File: config.mk
export PLATFORM = sky130hd
export DESIGN_NAME = fir4_mc_sched
export DESIGN_NICKNAME = d
export VERILOG_FILES = /design/src/rtl/fir4_mc_sched.sv
export SDC_FILE = /design/constraint.sdc
export NUM_CORES = 1
export LEC_CHECK = 0
export ABC_AREA = 0
export ABC_CLOCK_PERIOD_IN_PS = 11000
export CAP_MARGIN = 20
export CORE_ASPECT_RATIO = 2
export CORE_UTILIZATION = 46
export CTS_CLUSTER_SIZE = 24
export DETAILED_ROUTE_END_ITERATION = 12
export SYNTH_ARGS = -nofsm -noshare
export SYNTH_HDL_FRONTEND = slang
export SYNTH_SLANG_ARGS = --single-unit
File: constraint.sdc
create_clock -name clk -period 11 [get_ports clk]
set_clock_uncertainty 0.1 [all_clocks]
set_input_delay 1.65 -clock clk [delete_from_list [all_inputs] [get_ports clk]]
set_output_delay 1.65 -clock clk [all_outputs]
set_load 0.005 [all_outputs]
File: src/rtl/fir4_mc_sched.sv
// fir4_mc_sched: multi-channel scheduler and serial datapath for a 4-tap signed
// averaging FIR. NCH sample streams share one accumulator. Channels are granted
// round-robin, each keeps a private 4-deep history, and one tap is added per cycle.
//
// Ports:
//   clk        rising-edge clock
//   reset      asynchronous active-low reset
//   in_valid   per-channel sample valid (NCH)
//   in_data    per-channel signed samples, channel c at [c*w +: w]
//   in_ready   per-channel accept, one-hot or zero (combinational, IDLE only)
//   out_valid  result valid
//   out_data   signed sum of the channel's last 4 samples (w+2 bits)
//   out_chan   channel id of out_data
//   out_ready  consumer accept
//   flush      clear all channel histories (single-cycle pulse)
module fir4_mc_sched #(
    parameter int unsigned w   = 16,
    parameter int unsigned NCH = 4,
    parameter int unsigned CW  = $clog2(NCH)
) (
    input  logic             clk,
    input  logic             reset,
    input  logic [NCH-1:0]   in_valid,
    input  logic [NCH*w-1:0] in_data,
    output logic [NCH-1:0]   in_ready,
    output logic             out_valid,
    output logic [w+1:0]     out_data,
    output logic [CW-1:0]    out_chan,
    input  logic             out_ready,
    input  logic             flush
);

    localparam int unsigned AW = w + 2;

    localparam logic [1:0] IDLE = 2'd0;
    localparam logic [1:0] ACC  = 2'd1;
    localparam logic [1:0] OUT  = 2'd2;

    logic [1:0]    state;
    logic [1:0]    state_nxt;
    logic [CW-1:0] grant;
    logic [CW-1:0] last_grant;
    logic [1:0]    k;
    logic [AW-1:0] acc;
    logic          flush_pend;
    logic [w-1:0]  hist [NCH][4];
    logic [w-1:0]  samp [NCH];

    logic          any_valid_c;
    logic [CW-1:0] pick_c;
    logic          flush_apply_c;
    logic          accept_c;

    // Channel base plus offset, wrapped modulo NCH.
    function automatic logic [CW-1:0] wrap_idx(input logic [CW-1:0] base,
                                               input int unsigned off);
        int unsigned s;
        s = 32'(base) + off;
        if (s >= NCH) s = s - NCH;
        return CW'(s);
    endfunction

    function automatic logic [AW-1:0] sext(input logic [w-1:0] x);
        return {{2{x[w-1]}}, x};
    endfunction

    // Unpack the flat sample bus into per-channel words.
    for (genvar c = 0; c < NCH; c++) begin : g_samp
        assign samp[c] = in_data[c*w +: w];
    end

    // Round-robin pick: nearest valid channel after last_grant.
    always_comb begin
        any_valid_c = 1'b0;
        pick_c      = last_grant;
        for (int unsigned i = 1; i <= NCH; i++) begin
            if (!any_valid_c && in_valid[wrap_idx(last_grant, i)]) begin
                any_valid_c = 1'b1;
                pick_c      = wrap_idx(last_grant, i);
            end
        end
    end

    // A flush seen in IDLE (fresh or pending) takes the cycle; no grant then.
    assign flush_apply_c = (state == IDLE) && (flush || flush_pend);
    assign accept_c      = (state == IDLE) && any_valid_c && !flush_apply_c;

    always_comb begin
        in_ready = '0;
        if (accept_c) in_ready[pick_c] = 1'b1;
    end

    // Next-state logic.
    always_comb begin
        state_nxt = state;
        case (state)
            IDLE:    if (accept_c) state_nxt = ACC;
            ACC:     if (k == 2'd3) state_nxt = OUT;
            OUT:     if (out_ready) state_nxt = IDLE;
            default: state_nxt = IDLE;
        endcase
    end

    // State register.
    always_ff @(posedge clk or negedge reset) begin
        if (!reset) state <= IDLE;
        else        state <= state_nxt;
    end

    // Datapath: histories, accumulator, result registers, grant tracking.
    always_ff @(posedge clk or negedge reset) begin
        if (!reset) begin
            hist       <= '{default: '0};
            grant      <= '0;
            last_grant <= CW'(NCH - 1);
            k          <= '0;
            acc        <= '0;
            flush_pend <= 1'b0;
            out_valid  <= 1'b0;
            out_data   <= '0;
            out_chan   <= '0;
        end else begin
            case (state)
                IDLE: begin
                    if (flush_apply_c) begin
                        hist       <= '{default: '0};
                        flush_pend <= 1'b0;
                    end else if (accept_c) begin
                        hist[pick_c][0] <= samp[pick_c];
                        hist[pick_c][1] <= hist[pick_c][0];
                        hist[pick_c][2] <= hist[pick_c][1];
                        hist[pick_c][3] <= hist[pick_c][2];
                        grant           <= pick_c;
                        acc             <= '0;
                        k               <= '0;
                    end
                end
                ACC: begin
                    if (flush) flush_pend <= 1'b1;
                    acc <= acc + sext(hist[grant][k]);
                    k   <= k + 2'd1;
                    // Last tap: capture the complete sum directly into the output.
                    if (k == 2'd3) begin
                        out_valid <= 1'b1;
                        out_data  <= acc + sext(hist[grant][k]);
                        out_chan  <= grant;
                    end
                end
                OUT: begin
                    if (flush) flush_pend <= 1'b1;
                    if (out_ready) begin
                        out_valid  <= 1'b0;
                        last_grant <= grant;
                    end
                end
                default: ;
            endcase
        end
    end

endmodule

==> results of run 1 <==
[Yosys cell counts (4+ instances only)]
cell type  number
dfrtp_1       302
a22o_1        269
mux2i_1       193
mux4_2         78
clkbuf_1       66
nand2_1        27
buf_2          22
ha_1           22
o21ai_0        20
mux2_2         17
a21oi_1        16
nor2_1         16
nand2b_1       10
a21o_1          9
xnor2_1         9
buf_4           7
inv_1           7
buf_1           5
xor2_1          5
nor2b_1         4
[metrics by stage]
stage                     setup slack [ps]  cells  instance area [um2]  power, mW  hold WS (ps)
final                                 4881   1660                18020      4.197         382.8
after global routing                  4661   1660                18020      4.400         410.2
after CTS                             4666   1660                18020      4.241         389.1
after detailed placement              4687   1608                17000      3.140         373.0
after global placement                4727   1608                17000      3.120         361.2
after floorplan                       6341   1156                15650      2.514         356.3
[power by group through the flow]
| stage | Clock, mW | Combinational, mW | Sequential (mW) |
|---|---|---|---|
| 2_1_floorplan | 0 | 1.10 | 1.42 |
| 3_3_place_gp | 0 | 1.60 | 1.52 |
| 3_5_place_dp | 0 | 1.61 | 1.53 |
| 4_1_cts | 1.11 | 1.62 | 1.51 |
| 5_1_grt | 1.15 | 1.71 | 1.54 |
| 6_report | 1.09 | 1.61 | 1.50 |
[worst max-delay path, cell delays in order]
cell	delay [ps]
clkdlybuf4s50_1	480
nand2b_1	120
o21ai_0	150
o21ai_4	190
buf_12	560
nand2b_1	320
nor2_4	40
buf_4	320
clkdlybuf4s50_1	520
[logic make-up (layout without fill, tap and decap cells)]
group | after synthesis | after routing | share of synthesized area, %
buffers and inverters | 108 | 176 | 2.981
and+or+nand+nor | 73 | 73 | 2.238
muxes | 289 | 289 | 24.95
DFF | 304 | 304 | 48.61
adders and majority gates | 23 | 23 | 1.886
AOI/OAI and AO/OA | 345 | 345 | 18.54
xor gates and xnor gates | 14 | 14 | 0.7833
[layer usage]
layer / track usage, % / up-vias
met2: 48.07 / 275
met1: 31.79 / 5756
met4: 9.972 / 2
met5: 0 / -
met3: 2.623 / 72
li1: - / 4638
[worst max path at each step]
stage / start / end / slack (ps)
6_report: in_valid[1] / in_ready[1] / 4880
3_3_place_gp: in_valid[1] / in_ready[1] / 4730
2_1_floorplan: in_valid[3] / in_ready[0] / 6340
4_1_cts: in_valid[1] / in_ready[1] / 4670
5_1_grt: in_valid[1] / in_ready[1] / 4660
3_5_place_dp: in_valid[1] / in_ready[1] / 4690
[flip-flops by register name, indices dropped and copies added (netlist names)]
| name | cells |
|---|---|
| out_chan | 2 |
| state | 2 |
| acc | 18 |
| out_valid | 1 |
| k | 2 |
| hist | 256 |
| last_grant | 2 |
| flush_pend | 1 |
| grant | 2 |
| out_data | 18 |
[cell type report]
type                            instances  area [um2]
Tap cell                              436       545.5
Multi-Input combinational cell        744        7664
Fill cell                            2869       15490
Timing Repair Buffer                  117        1149
Inverter                                7       26.28
Clock inverter                         13       202.7
Sequential cell                       304        7615
Clock buffer                           39       823.3
==> flow_summary.yaml, run 1 <==
floorplanning:
  die_y_um: 262.9
  die_x_um: 132.4
  start_util_pct: 46.70
  rows: 95
  core_mm2: 0.03352
  pin_count: 97
  die_area_mm2: 0.03482
synth:
  synth_top_cell_area_share_pct: 48.28
  synthCells: 1156
  synth.distinct_cells: 55
  yosys.area.top_type: "dfrtp_1"
  synth-warning-count: 0
  yosys-top-cells-area: "dfrtp_1, a22o_1, mux2i_1, mux4_2, ha_1"
  synth-async-reset-ratio_pct: 100.0
  synth_fp_nets: 1251
  synth_edf_count: 0
  ys_seq_area_share_pct: 48.61
  ys_seq_elements: 304
  ys.flop_type: "dfrtp_1"
  avgSynthCellArea_um2: 13.54
  synth_area_mm2: 0.01565
sta:
  rsz0062_at_grt: "no"
  maxSlewHeadroom_pct: 23.34
  finalMaxSlewViolations: 0
  hold_violations: 0
  setup_viol: 0
  max_slew.worst_pin.slew_ps: 1150
  period_needed_ps: 6119
  fmax_mhz: 163.4
  setup_tns_ps: 0
  period_share_pct: 55.62
setup_path:
  regToRegSetupSlack_ps: 5710
  r2r-end: "out_data[14]"
  start_kind: "primary input"
  crit_path_end_kind: "primary output"
  timing.rr.start: "grant[0]"
  path_class: "in -> out"
  arrival_ps: 4370
  r2r_cells: 13
  cp_data_required_time_ps: 9250
  cp_max_fo: 131
cts:
  cts-root-buf: "clkbuf_16"
  clk_path_buf_depth: 3
  cts.hold.buffers_added: 0
  post_cts_resized: 0
  clk_latency_ps: 560
  h-tree-depth: 1
  tritoncts: "done"
  cts_sinks: 304
  clkSlewWorstSetupHoldPaths_ps: 70
  postCtsSetupBuffers: 0
  cts_made_buffers: 28
grt:
  antenna_found_initial: 1
  grt_start_max_net_pins: 153
  track_usage_pct: 26.37
  grt_pass1_vias: 11968
  grt_pass1_wl_um: 71230
  grt_overflow: 0
placement:
  place.gp.congestion: 0.8390
  placement.io_buffers: 96
  hpwl_um: 26340
routing:
  wirelength_um: 44020
  topRoutingLayerUsed: "met5"
  wl_met2_um: 23830
  dr.pass1.iters: 4
  vias: 10743
  wl_met3_um: 1641
  wl_met1_um: 17050
  drc: 0
  drtAntennaViolNets: 0
  wl_per_cell_um: 26.52
  avgViaCountPerCell: 6.472
  drt_iter0_drc: 564
pwr:
  ir_worst_vdd_v: 0.0001945
  p_leak_nw: 8.251
  p_per_area_mw_per_mm2: 232.8
  cell_internal_pwr_mw: 2.578
  switching_share_pct: 38.56
  p_clk_share_pct: 25.9
  pwr-share-comb_pct: 38.3
  power_switching_mw: 1.618
  p_seq_share_pct: 35.8
worst_hold_path:
  min_from: "out_data[7]"
  hp-class: "reg -> reg"
  hold_path_depth: 2
  min_to: "out_data[7]"
finish:
  fin_util_pct: 53.77
  layout_commonest_cell: "dfrtp_1"
  fin_nets: 1297
  final_cell_mix: "dfrtp_1, a22o_1, mux2i_1, clkdlybuf4s50_1, mux4_2"
  diodes: 0
  syn_to_final_growth_pct: 15.15
  drive_gt1_share_pct: 15.11
run_status:
  status: "finished, final reports clean"
flow_run:
  maxCapViolCount: 0
No activity file was read; power rests on OpenSTA's default activity.
==> inputs of run 2 (changes only) <==
- ABC_CLOCK_PERIOD_IN_PS: 11000 -> 5970
- clock period: 11 -> 5.97 ns (I/O delays scaled with it)
==> run 2 against run 1 <==
Die area did not move; worst setup slack got worse by 3300 ps; register-to-register slack got worse by 4200 ps; combinational power rose by 92%; sequential power rose by 82%; clock power rose by 97%; critical endpoint is now out_data[14].
==> flow_summary.yaml, run 2 (same netlist as run 1, synthesis figures left out) <==
sta:
  rsz0062_at_grt: "no"
  fmax_mhz: 226.4
  hold_violations: 0
  period_share_pct: 73.98
  finalMaxSlewViolations: 0
  period_needed_ps: 4417
  maxSlewHeadroom_pct: 27.90
  setup_tns_ps: 0
  max_slew.worst_pin.slew_ps: 1079
  setup_viol: 0
  fin_ws_ps: 1553
finish:
  top_regs: "hist (256), acc (18), out_data (18)"
  final_cell_mix: "dfrtp_1, a22o_1, mux2i_1, clkdlybuf4s50_1, mux4_2"
  fin_cells: 1662
  layout_commonest_cell: "dfrtp_1"
  drive_gt1_share_pct: 15.58
  syn_to_final_growth_pct: 16.07
  largest_register_ffs: 256
  diodes: 0
  fin_nets: 1299
  fill_cells: 2867
  top_register: "hist"
grt:
  grt_pass1_wl_um: 71950
  antenna_found_initial: 0
  grt_start_max_net_pins: 147
  track_usage_pct: 26.78
  grt_overflow: 0
  grt_pass1_vias: 12012
cts:
  clk_latency_ps: 570
  tritoncts: "done"
  postCtsSetupBuffers: 0
  cts_sinks: 304
  cts-root-buf: "clkbuf_16"
  clk_path_buf_depth: 3
  post_cts_resized: 0
  cts.hold.buffers_added: 0
  h-tree-depth: 1
  cts_made_buffers: 29
  clkSlewWorstSetupHoldPaths_ps: 70
worst_hold_path:
  hp-class: "in -> async"
setup_path:
  cp_data_required_time_ps: 6270
  cp.buffers_inverters: 2
  slowest_delay_ps: 620
  cp_cell_sequence: "buf_12 -> mux4_2 -> mux4_2 -> ha_1 -> inv_1 -> fa_1 -> nor2b_1 -> o21a_1 -> o21ai_0 -> a211oi_1 -> o41ai_1 -> xor2_1 -> o21ai_0"
  start_kind: "flop"
  crit_path_end_kind: "flop"
  cp_slowest_cell: "dfrtp_4"
  arrival_ps: 4720
  cp_max_fo: 36
  path_class: "reg -> reg"
  cp_top_family: "compound AO/OA/AOI/OAI gates"
placement:
  pre_cts_ws_ps: 1534
  dp_cells: 1609
  hpwl_um: 26450
  placement.io_buffers: 96
  place.gp.congestion: 0.8505
routing:
  drtAntennaViolNets: 0
  dr.pass1.iters: 4
  vias: 10879
  drt_iter0_drc: 699
  avgViaCountPerCell: 6.546
  wirelength_um: 44980
  wl_per_cell_um: 27.06
  drc: 0
pwr:
  p_per_area_mw_per_mm2: 439.0
  p_leak_nw: 8.320
  ir_worst_vdd_v: 0.0004380
floorplanning:
  pin_count: 97
  start_util_pct: 46.70
  die_area_mm2: 0.03482
  die_y_um: 262.9
  core_mm2: 0.03352
  die_x_um: 132.4
  rows: 95
run_status:
  status: "finished, final reports clean"
flow_run:
  maxCapViolCount: 0
[run 2: cell type report]
cell class              instances  area (um2)  area share [%]
multi-input cells             744        7664           42.18
flip-flops and latches        304        7615           41.91
repair buffers                118        1206           6.638
clock buffers                  39       863.3           4.751
well taps                     436       545.5           3.002
clock inverters                14       250.2           1.377
inverters                       7       26.28          0.1446
[run 2: path summary, 6_finish.rpt]
kind / slack [ps] / endpoint / depth (start not counted) / start
worst max register to register: 1550 / out_data[14] / 13 / grant[0]
min in group clk: 390 / out_valid / 2 / out_valid
worst max-delay path: 1550 / out_data[14] / 13 / grant[0]
worst min register to register: 390 / out_valid / 2 / out_valid
max in group asynchronous: 4080 / grant[0] / 2 / reset
worst min-delay path: 220 / hist[83] / 1 / reset
[run 2: per-stage QoR]
stage | hold slack (ps) | area, um2 | total power [mW] | utilization [%]
floorplan | 356.3 | 15650 | 4.633 | -
global placement | 362.8 | 17060 | 5.846 | 50.88
detailed placement | 369.9 | 17060 | 5.887 | 50.88
CTS | 258.6 | 18170 | 8.051 | 54.21
global route | 294.5 | 18170 | 8.333 | 54.21
finish | 218.0 | 18170 | 7.977 | 54.21
[run 2: per-layer routing]
metal	part of all wire [%]	global-route usage, %	routed length (um)
met1	39	32.84	17600
met5	0	0	0
met3	4.0	2.257	1778
met4	2.1	7.425	964
met2	55	49.74	24640
[run 2: worst reg2reg max path, stage by stage (launching register included)]
cell and delay (ps):
dfrtp_4 620, buf_12 330, mux4_2 590, mux4_2 520, ha_1 220, inv_1 80, fa_1 200, nor2b_1 60
o21a_1 170, o21ai_0 380, a211oi_1 180, o41ai_1 480, xor2_1 220, o21ai_0 90
[run 2: report_power, final]
part	switching, mW	leakage (nW)	internal [mW]
Clock	0.840	0.548	1.31
Combinational	1.89	3.57	1.21
Sequential	0.332	4.20	2.40
==> inputs of run 3 (changes only) <==
- ABC_CLOCK_PERIOD_IN_PS: 5970 -> 4300
- clock period: 5.97 -> 4.3 ns (I/O delays scaled with it)
==> run 3 against run 2 <==
The flow now finishes with violations (negative hold slack); final cell count increased by 1.6%; via count grew 1.3%; global-route usage is 0.56 points higher; sequential power is 40% higher; combinational power increased by 46%; worst hold slack lost 260 ps; non-clock buffer count rose by 26; fmax up 7.4%; critical path type unchanged; highest routed layer unchanged.
==> flow_summary.yaml, run 3 (same netlist as run 1, synthesis figures left out) <==
setup_path:
  cp_slowest_cell: "dfrtp_4"
  slowest_delay_ps: 590
  cp_data_required_time_ps: 4650
  critPathMostFrequentCell: "mux4_2"
  start_kind: "flop"
  cp_cell_sequence: "buf_12 -> mux4_2 -> mux4_2 -> ha_1 -> and2_1 -> a221o_1 -> o21a_1 -> o21bai_1 -> a21oi_1 -> or3_1 -> a32o_1"
  cp_max_fo: 12
  crit_path_end_kind: "flop"
  path_class: "reg -> reg"
  arrival_ps: 4460
floorplanning:
  pin_count: 97
  die_x_um: 132.4
  core_mm2: 0.03352
  die_area_mm2: 0.03482
  die_y_um: 262.9
  start_util_pct: 46.70
  rows: 95
cts:
  cts_made_buffers: 30
  postCtsSetupBuffers: 0
  clk_latency_ps: 580
  h-tree-depth: 1
  cts_sinks: 304
  clkSlewWorstSetupHoldPaths_ps: 70
  cts-root-buf: "clkbuf_16"
  tritoncts: "done"
  clk_path_buf_depth: 3
routing:
  drtAntennaViolNets: 0
  vias: 11023
  drc: 0
  wl_per_cell_um: 27.44
  drt_iter0_drc: 828
  wirelength_um: 46340
  avgViaCountPerCell: 6.526
  dr.pass1.iters: 5
finish:
  multi_input_area_mm2: 0.007667
  top_register: "hist"
  regArea_mm2: 0.007615
  drive_gt1_share_pct: 16.36
  fill_cells: 2869
  fin_cells: 1689
  largest_register_ffs: 256
  diodes: 0
  fin_nets: 1326
  final_cell_mix: "dfrtp_1, a22o_1, mux2i_1, clkdlybuf4s50_1, mux4_2"
  layout_commonest_cell: "dfrtp_1"
  top_regs: "hist (256), acc (18), out_data (18)"
  syn_to_final_growth_pct: 16.84
  fin_util_pct: 54.57
placement:
  pre_cts_ws_ps: 203.8
  place.gp.congestion: 0.8382
  hpwl_um: 28670
  dp_cells: 1635
  placement.io_buffers: 96
sta:
  fmax_mhz: 243.2
  max_slew.worst_pin.slew_ps: 946.4
  hold_slack_ps: -43.09
  setup_tns_ps: 0
  fin_ws_ps: 188.7
  maxSlewHeadroom_pct: 36.75
  hold_violations: 14
  period_share_pct: 95.61
  period_needed_ps: 4111
  setup_viol: 0
  rsz0062_at_grt: "no"
  finalMaxSlewViolations: 0
grt:
  grt_pass1_wl_um: 73220
  grt_pass1_vias: 11945
  grt_start_max_net_pins: 99
  grt_overflow: 0
  track_usage_pct: 27.35
  antenna_found_initial: 0
flow_run:
  maxCapViolCount: 0
pwr:
  p_per_area_mw_per_mm2: 596.5
  ir_worst_vdd_v: 0.0004346
  total_power_mw: 10.91
  p_leak_nw: 8.385
run_status:
  status: "finished with violations"
  violations: "negative hold slack"
worst_hold_path:
  hp-class: "in -> async"
-- run 3: final timing paths --
kind                           start   endpoint  slack [ps]  cells past startpoint
max                         grant[0]    acc[13]         190                     11
min                            reset  hist[230]         -40                      1
max reg2reg                 grant[0]    acc[13]         190                     11
min reg2reg                out_valid  out_valid         380                      2
max in group asynchronous      reset  hist[110]        3220                      2
min in group clk           out_valid  out_valid         380                      2
-- run 3: critical path, delay by kind of cell, from the launching register on --
family,cells,cell delay (ps)
compound gates,5,1150
mux,2,1050
flops,1,590
simple gates,2,540
fa+ha+maj,1,340
buf+inv,1,220
-- run 3: power breakdown --
| group | total (mW) | internal [mW] | switching, mW |
|---|---|---|---|
| clock network | 2.58 | 1.44 | 1.14 |
| logic | 4.52 | 1.82 | 2.70 |
| registers | 3.81 | 3.33 | 0.474 |
| total | 10.9 | 6.60 | 4.31 |
-- run 3: stage by stage --
step	area [um2]	hold slack (ps)
6_report	18290	-43.09
5_1_grt	18290	21.75
4_1_cts	18290	3.448
3_5_place_dp	17350	367.9
3_3_place_gp	17350	360.5
2_1_floorplan	15650	249.4
-- run 3: layout make-up --
type	count	area share [%]
Sequential cell	304	41.63
Clock buffer	52	5.055
Clock inverter	2	0.05473
Timing Repair Buffer	144	8.209
Inverter	7	0.1437
Tap cell	436	2.983
Multi-Input combinational cell	744	41.92
-- run 3: timing repair --
item / in CTS / in global routing
gates resized for setup: 0 / 2
setup endpoints to repair: 0 / 3
hold buffers: 0 / 0
-- run 3: per-layer routing --
layer	routed length, um	vias up	part of all wire (%)	GRT usage [%]
li1	-	4712	-	-
met1	17910	5884	39	32.92
met2	25160	340	54	50.73
met3	1908	87	4.1	2.238
met4	1373	0	3.0	9.289
met5	0	-	0	0
